**src/rtl/adder_flit_scheduler_if.sv**
```systemverilog
// Requester, adder and result bundle for the shared-adder flit scheduler.
// master drives requests and the adder sum; slave is the scheduler.
interface adder_flit_scheduler_if #(
   parameter int N = 21,
   parameter int R = 2
);
   localparam int IW = (R > 1) ? $clog2(R) : 1;

   logic [R-1:0]   req_valid;
   logic [R-1:0]   req_last;
   logic [R*N-1:0] req_op1;
   logic [R*N-1:0] req_op2;
   logic [R-1:0]   req_ready;
   logic [N-1:0]   add_in1;
   logic [N-1:0]   add_in2;
   logic [N-1:0]   add_sum;
   logic           res_valid;
   logic [IW-1:0]  res_id;
   logic [N-1:0]   res_sum;
   logic           res_last;
   logic           err_trunc;
   logic [31:0]    busy_cycles;
   logic [31:0]    flit_count;

   modport master (
      output req_valid, req_last, req_op1, req_op2, add_sum,
      input  req_ready, add_in1, add_in2, res_valid, res_id,
      input  res_sum, res_last, err_trunc, busy_cycles, flit_count
   );

   modport slave (
      input  req_valid, req_last, req_op1, req_op2, add_sum,
      output req_ready, add_in1, add_in2, res_valid, res_id,
      output res_sum, res_last, err_trunc, busy_cycles, flit_count
   );
endinterface

```
**src/rtl/adder_flit_scheduler.sv**
```systemverilog
// Round-robin packet scheduler sharing one external adder between R requesters,
// with a programmable post-packet idle gap and utilisation counters.
module adder_flit_scheduler #(
   parameter int N          = 21,
   parameter int R          = 2,
   parameter int MAX_FLITS  = 20,
   parameter int GAP_CYCLES = 7
) (
   input logic                   clk,
   input logic                   rst,
   adder_flit_scheduler_if.slave bus
);
   localparam int IW = (R > 1) ? $clog2(R) : 1;
   localparam int FW = $clog2(MAX_FLITS + 1);
   localparam int GW = (GAP_CYCLES > 1) ? $clog2(GAP_CYCLES) : 1;
   localparam int GL = (GAP_CYCLES > 0) ? GAP_CYCLES - 1 : 0;

   typedef enum logic [1:0] {IDLE, STREAM, GAP} state_t;

   state_t        state_q, state_d;
   logic [IW-1:0] ptr_q, ptr_d;
   logic [IW-1:0] gnt_q, gnt_d;
   logic [R-1:0]  ready_q, ready_d;
   logic [FW-1:0] fcnt_q, fcnt_d;
   logic [GW-1:0] gcnt_q, gcnt_d;
   logic [N-1:0]  in1_q, in1_d;
   logic [N-1:0]  in2_q, in2_d;
   logic          tag_v_q, tag_v_d;
   logic [IW-1:0] tag_id_q, tag_id_d;
   logic          tag_last_q, tag_last_d;
   logic          rv_q, rv_d;
   logic [IW-1:0] rid_q, rid_d;
   logic [N-1:0]  rsum_q, rsum_d;
   logic          rlast_q, rlast_d;
   logic          err_q, err_d;
   logic [31:0]   busy_q, busy_d;
   logic [31:0]   flits_q, flits_d;

   logic [IW-1:0] win, cand;
   logic          found;
   logic          acc, last_in, close;
   logic [FW-1:0] fnext;

   // First valid requester at or after the pointer, wrapping.
   always_comb begin
      win   = ptr_q;
      cand  = '0;
      found = 1'b0;
      for (int k = 0; k < R; k++) begin
         cand = IW'((int'(ptr_q) + k) % R);
         if (!found && bus.req_valid[cand]) begin
            win   = cand;
            found = 1'b1;
         end
      end
   end

   assign acc     = |(bus.req_valid & ready_q);
   assign last_in = bus.req_last[gnt_q];
   assign fnext   = fcnt_q + 1'b1;
   assign close   = acc & (last_in | (fnext == FW'(MAX_FLITS)));

   // Next-state: arbitration, flit streaming, gap timing, result capture.
   always_comb begin
      state_d    = state_q;
      ptr_d      = ptr_q;
      gnt_d      = gnt_q;
      ready_d    = ready_q;
      fcnt_d     = fcnt_q;
      gcnt_d     = gcnt_q;
      in1_d      = in1_q;
      in2_d      = in2_q;
      tag_v_d    = acc;
      tag_id_d   = tag_id_q;
      tag_last_d = tag_last_q;
      err_d      = err_q;
      unique case (state_q)
         IDLE: begin
            if (found) begin
               gnt_d   = win;
               ptr_d   = IW'((int'(win) + 1) % R);
               ready_d = R'(1) << win;
               fcnt_d  = '0;
               state_d = STREAM;
            end
         end
         STREAM: begin
            if (acc) begin
               in1_d      = bus.req_op1[int'(gnt_q)*N +: N];
               in2_d      = bus.req_op2[int'(gnt_q)*N +: N];
               fcnt_d     = fnext;
               tag_id_d   = gnt_q;
               tag_last_d = close;
               if (close) begin
                  ready_d = '0;
                  gcnt_d  = '0;
                  if (!last_in) err_d = 1'b1;
                  state_d = (GAP_CYCLES > 0) ? GAP : IDLE;
               end
            end
         end
         GAP: begin
            if (gcnt_q == GW'(GL)) state_d = IDLE;
            else gcnt_d = gcnt_q + 1'b1;
         end
         default: state_d = IDLE;
      endcase

      rv_d    = tag_v_q;
      rsum_d  = tag_v_q ? bus.add_sum  : rsum_q;
      rid_d   = tag_v_q ? tag_id_q     : rid_q;
      rlast_d = tag_v_q ? tag_last_q   : rlast_q;

      busy_d  = busy_q;
      if (state_q == STREAM && busy_q != '1) busy_d = busy_q + 32'd1;
      flits_d = flits_q;
      if (acc && flits_q != '1) flits_d = flits_q + 32'd1;
   end

   // All state registers with synchronous reset.
   always_ff @(posedge clk) begin
      if (rst) begin
         state_q    <= IDLE;
         ptr_q      <= '0;
         gnt_q      <= '0;
         ready_q    <= '0;
         fcnt_q     <= '0;
         gcnt_q     <= '0;
         in1_q      <= '0;
         in2_q      <= '0;
         tag_v_q    <= 1'b0;
         tag_id_q   <= '0;
         tag_last_q <= 1'b0;
         rv_q       <= 1'b0;
         rid_q      <= '0;
         rsum_q     <= '0;
         rlast_q    <= 1'b0;
         err_q      <= 1'b0;
         busy_q     <= '0;
         flits_q    <= '0;
      end else begin
         state_q    <= state_d;
         ptr_q      <= ptr_d;
         gnt_q      <= gnt_d;
         ready_q    <= ready_d;
         fcnt_q     <= fcnt_d;
         gcnt_q     <= gcnt_d;
         in1_q      <= in1_d;
         in2_q      <= in2_d;
         tag_v_q    <= tag_v_d;
         tag_id_q   <= tag_id_d;
         tag_last_q <= tag_last_d;
         rv_q       <= rv_d;
         rid_q      <= rid_d;
         rsum_q     <= rsum_d;
         rlast_q    <= rlast_d;
         err_q      <= err_d;
         busy_q     <= busy_d;
         flits_q    <= flits_d;
      end
   end

   assign bus.req_ready   = ready_q;
   assign bus.add_in1     = in1_q;
   assign bus.add_in2     = in2_q;
   assign bus.res_valid   = rv_q;
   assign bus.res_id      = rid_q;
   assign bus.res_sum     = rsum_q;
   assign bus.res_last    = rlast_q;
   assign bus.err_trunc   = err_q;
   assign bus.busy_cycles = busy_q;
   assign bus.flit_count  = flits_q;
endmodule

```
**src/flat_wrapper.sv**
```systemverilog
// flat-port wrapper written by rule: the top's interface ports become plain ports
module adder_flit_scheduler_flat 
#(
   parameter int N          = 21,
   parameter int R          = 2,
   parameter int MAX_FLITS  = 20,
   parameter int GAP_CYCLES = 7
)
  (clk, rst, bus_req_valid, bus_req_last, bus_req_op1, bus_req_op2, bus_add_sum, bus_req_ready, bus_add_in1, bus_add_in2, bus_res_valid, bus_res_id, bus_res_sum, bus_res_last, bus_err_trunc, bus_busy_cycles, bus_flit_count);
  adder_flit_scheduler_if #(.N(N), .R(R)) bus_i ();
  input logic clk;
  input logic rst;
  input wire logic [$bits(bus_i.req_valid)-1:0] bus_req_valid;
  input wire logic [$bits(bus_i.req_last)-1:0] bus_req_last;
  input wire logic [$bits(bus_i.req_op1)-1:0] bus_req_op1;
  input wire logic [$bits(bus_i.req_op2)-1:0] bus_req_op2;
  input wire logic [$bits(bus_i.add_sum)-1:0] bus_add_sum;
  output wire logic [$bits(bus_i.req_ready)-1:0] bus_req_ready;
  output wire logic [$bits(bus_i.add_in1)-1:0] bus_add_in1;
  output wire logic [$bits(bus_i.add_in2)-1:0] bus_add_in2;
  output wire logic [$bits(bus_i.res_valid)-1:0] bus_res_valid;
  output wire logic [$bits(bus_i.res_id)-1:0] bus_res_id;
  output wire logic [$bits(bus_i.res_sum)-1:0] bus_res_sum;
  output wire logic [$bits(bus_i.res_last)-1:0] bus_res_last;
  output wire logic [$bits(bus_i.err_trunc)-1:0] bus_err_trunc;
  output wire logic [$bits(bus_i.busy_cycles)-1:0] bus_busy_cycles;
  output wire logic [$bits(bus_i.flit_count)-1:0] bus_flit_count;
  assign bus_i.req_valid = bus_req_valid;
  assign bus_i.req_last = bus_req_last;
  assign bus_i.req_op1 = bus_req_op1;
  assign bus_i.req_op2 = bus_req_op2;
  assign bus_i.add_sum = bus_add_sum;
  assign bus_req_ready = bus_i.req_ready;
  assign bus_add_in1 = bus_i.add_in1;
  assign bus_add_in2 = bus_i.add_in2;
  assign bus_res_valid = bus_i.res_valid;
  assign bus_res_id = bus_i.res_id;
  assign bus_res_sum = bus_i.res_sum;
  assign bus_res_last = bus_i.res_last;
  assign bus_err_trunc = bus_i.err_trunc;
  assign bus_busy_cycles = bus_i.busy_cycles;
  assign bus_flit_count = bus_i.flit_count;
  adder_flit_scheduler #(.N(N), .R(R), .MAX_FLITS(MAX_FLITS), .GAP_CYCLES(GAP_CYCLES)) u_core (.clk(clk), .rst(rst), .bus(bus_i));
endmodule
```
**config.mk**
```make
export PLATFORM = sky130hd
export DESIGN_NAME = adder_flit_scheduler_flat
export DESIGN_NICKNAME = d
export VERILOG_FILES = /design/src/rtl/adder_flit_scheduler_if.sv /design/src/rtl/adder_flit_scheduler.sv /design/src/flat_wrapper.sv
export SDC_FILE = /design/constraint.sdc
export NUM_CORES = 1
export LEC_CHECK = 0
export BUFFER_PORTS_ARGS = -buffer_cell sky130_fd_sc_hd__clkbuf_2
export CAP_MARGIN = 25
export CORE_AREA = 2 2 126 128
export CTS_CLUSTER_DIAMETER = 100
export DETAILED_ROUTE_END_ITERATION = 12
export DIE_AREA = 0 0 128 130
export GPL_ROUTABILITY_DRIVEN = 0
export PLACE_DENSITY = 0.84
export SYNTH_ARGS = -nofsm -noshare
export SYNTH_HDL_FRONTEND = slang
export SYNTH_SLANG_ARGS = --single-unit
```
**constraint.sdc**
```tcl
create_clock -name clk -period 1.99 [get_ports clk]
set_input_delay 0 -clock clk [delete_from_list [all_inputs] [get_ports clk]]
set_output_delay 0 -clock clk [all_outputs]
set_load 0.02 [all_outputs]
```
==> metrics.cfg <==
[routing]
avgViaCountPerCell=5.57
dr.pass1.iters=5
detail_route.wl_per_cell_um=17.5
drc=0
ant_nets=0
drtIter0Drc=464
drt-total-wl_um=24300
via_count=7746

[grt]
grt_max_degree=68
grt_pass1_wl_um=36000
grt_overflow_total=0
grt.total_usage=0.270
grt_pass1_vias=7484
antenna_found_initial=1

[logic_synthesis]
synthSimpleGateAreaFrac=0.233
netlist_area_mm2=0.00674
yosysUniqueCellTypes=58
synthTopCellsByArea=dfxtp_1 44%, mux2i_1 10%, nor2_1 5.5%, a211oi_1 4.9%, a21oi_1 4.2%
syn_nets=867
synth_async_sr_flop_share=0
synth_fa_ha_area_frac=0.0108
synth_top_family_by_area=simple AND/OR/NAND/NOR gates
seq_area_frac_synth=0.440
yosysTopAreaCellShare=0.440
ys.warnings.count=0
synthXorXnorAreaFrac=0.0104
ys.flop_type=dfxtp_1
avgSynthCellArea_um2=8.97
synth_edf_count=0
syn_inst=751
ys_ff_latch=148
synth_largest_area_cell=dfxtp_1
synth_compound_area_frac=0.152
synthMuxAreaShare=0.118

[worst_hold_path]
min_path_type=in2reg
worstHoldPathCells=4
min_from=bus_req_last[1]
holdPathEnd=u_core.bus.err_trunc

[worst_setup_path]
cpPeakStageDelay_ns=0.60
cp_slowest_cell=or4_4
end_kind=flop
critPathKind=reg2reg
reg2reg_from=u_core.bus.flit_count[7]
cp_max_fo=3
cp-start-kind=flop
worstRegToRegCells=5
worstPathArrival_ns=2.42
regToRegEndpoint=u_core.bus.flit_count[11]
r2r_slack_ns=-0.13
required_ns=2.28
path_cells=nand4_1 -> or4_4 -> nor4_4 -> or4_1 -> mux2_2

[timing]
setup_viol=30
fmax_mhz=471
slew_headroom=0.591
finClkSkew_ns=0.0132
tightest_slew_ns=0.613
period_needed_ns=2.12
drv_slew=0
rsz0062_at_grt=yes
hold_viol=0
fin_ws_ns=-0.133
finalCritPeriodShare=1.07

[clocking]
clock-sinks=148
clk_pin_slew_ns=0.06
cts_tree=yes
worstSkewPairLatency_ns=0.42
htree_levels=4
clockBufferDepth=2
clock-root-buffer=clkbuf_16
cts_inserted_buffers=17

[place]
pre_cts_slack_ns=-0.0271
hpwl_um=14000
dp.cells=1233
portBuffers=243

[die]
num_rows=46
design.core.area_mm2=0.0154
die_area_mm2=0.0166
ios=244
die_h_um=130
initial_core_util=0.437
die_x_um=128

[status]
status=finished, violations left
violations=negative setup slack

[power_and_ir_drop]
ir_drop_mv=0.492
power_switching_w=0.00181
p_comb_frac=0.127
clockPowerShare=0.460
leakagePower_nw=4.58
intPower_w=0.00562
pwr-share-seq=0.412
switching_share=0.243
p_per_area_mw_per_mm2=679
p_total_w=0.00743

[layout]
drive_above_1_share=0.396
stdcell_count=1391
syn_to_final_growth_pct=62.5
finalNetCount=1301
final_core_util=0.710

[run]
cap_violations=0

## worst max-delay path: cells and delay by family, from the launching register on
family,cells,cell delay [ns]
DFF,1,0.34
muxes,1,0.34
and+or+nand+nor,4,1.32
## cell usage after synthesis, types with 22 or more instances
cell type / number
dfxtp_1: 148
nor2_1: 98
mux2i_1: 68
a21oi_1: 56
a211oi_1: 44
nand2_1: 36
clkbuf_1: 35
o21ai_0: 27
nand3_1: 25
or3_1: 24
or4_1: 24
nand4_1: 22
o31ai_1: 22
## area by class of cell
cell class / instances / area, µm²
inverter: 9 / 33.8
clock inverter: 13 / 180
clock buffer: 19 / 443
timing repair buffer: 463 / 3270
tap: 192 / 240
sequential: 148 / 3050
multi-input combinational: 546 / 3730
fill: 1077 / 4470
antenna: 1 / 2.50
## placed cells by master, fill, tap and decap left out, types with 5 or more instances in the layout
| cell type | count |
|---|---|
| a211oi_1 | 44 |
| a21oi_1 | 54 |
| and3_1 | 6 |
| buf_4 | 98 |
| buf_6 | 9 |
| clkbuf_16 | 19 |
| clkbuf_2 | 242 |
| dfxtp_1 | 106 |
| dfxtp_2 | 27 |
| dfxtp_4 | 15 |
| dlygate4sd3_1 | 106 |
| ha_1 | 5 |
| inv_1 | 9 |
| mux2_4 | 7 |
| mux2i_1 | 68 |
| nand2_1 | 36 |
| nand3_1 | 23 |
| nand4_1 | 22 |
| nor2_1 | 96 |
| nor2b_1 | 10 |
| nor3_1 | 9 |
| nor3_4 | 5 |
| nor4_4 | 5 |
| o21ai_0 | 23 |
| o31ai_1 | 22 |
| or3_1 | 23 |
| or4_1 | 22 |
| xor2_1 | 5 |
## kinds of logic after synthesis
kind of cell / count (synthesis)
AO/OA/AOI/OAI: 161
XOR/XNOR: 8
adder cells (fa/ha/maj): 6
buffers and inverters: 57
flip-flops: 148
multiplexers: 78
AND/OR/NAND/NOR: 293
## registers in the layout (all words and copies together), names as in the netlist, 2 cells and up
register,flops
u_core.bus.busy_cycles,32
u_core.gcnt_q,3
u_core.bus.add_in1,21
u_core.bus.res_sum,21
u_core.state_q,2
u_core.bus.add_in2,21
u_core.fcnt_q,5
u_core.bus.flit_count,32
u_core.bus.req_ready,2
## stage by stage
stage	hold slack (ns)	setup TNS [ns]	instance area [µm²]
after detailed placement	0.245	-0.120	8860
after global placement	0.232	0	8860
final	0.0553	-1.68	11000
after global routing	0.0644	-4.20	11000
after floorplan	0.147	-0.901	6850
after CTS	0.00965	-0.244	10600
## power groups by stage
stage	sequential (W)	clock, W	combinational [W]
3_3_place_gp	0.00312	0	0.000657
2_1_floorplan	0.00319	0	0.000317
5_1_grt	0.00307	0.00358	0.00101
3_5_place_dp	0.00312	0	0.000673
4_1_cts	0.00306	0.00346	0.000887
6_report	0.00306	0.00342	0.000944
## timing repair
item,in CTS,in global routing
endpoints found under the setup margin,24,49
cloned,0,3
setup buffers,6,10
hold buffers,106,0
resized for setup,5,47
endpoints found under the hold margin,66,0
pin swaps,4,17
## worst max-delay path by stage
| stage | startpoint | to | slack [ns] | depth (start not counted) |
|---|---|---|---|---|
| floorplan | u_core.bus.busy_cycles[23] | u_core.bus.busy_cycles[12] | -0.08 | 6 |
| global route | u_core.bus.flit_count[7] | u_core.bus.flit_count[11] | -0.19 | 5 |
| CTS | u_core.bus.flit_count[8] | u_core.bus.flit_count[18] | -0.04 | 7 |
| detailed placement | u_core.bus.busy_cycles[26] | u_core.bus.busy_cycles[9] | -0.03 | 7 |
| finish | u_core.bus.flit_count[7] | u_core.bus.flit_count[11] | -0.13 | 5 |
| global placement | u_core.bus.busy_cycles[30] | u_core.bus.busy_cycles[17] | 0.005 | 7 |
## routing by layer
metal / vias to the layer above / track usage / share of wire
met1: 3645 / 0.315 / 0.39
met5: - / 0 / 0
met3: 78 / 0.0718 / 0.071
li1: 3651 / - / -
met4: 0 / 0.121 / 0.033
met2: 372 / 0.467 / 0.50
Power figures use the tool's default switching activity.
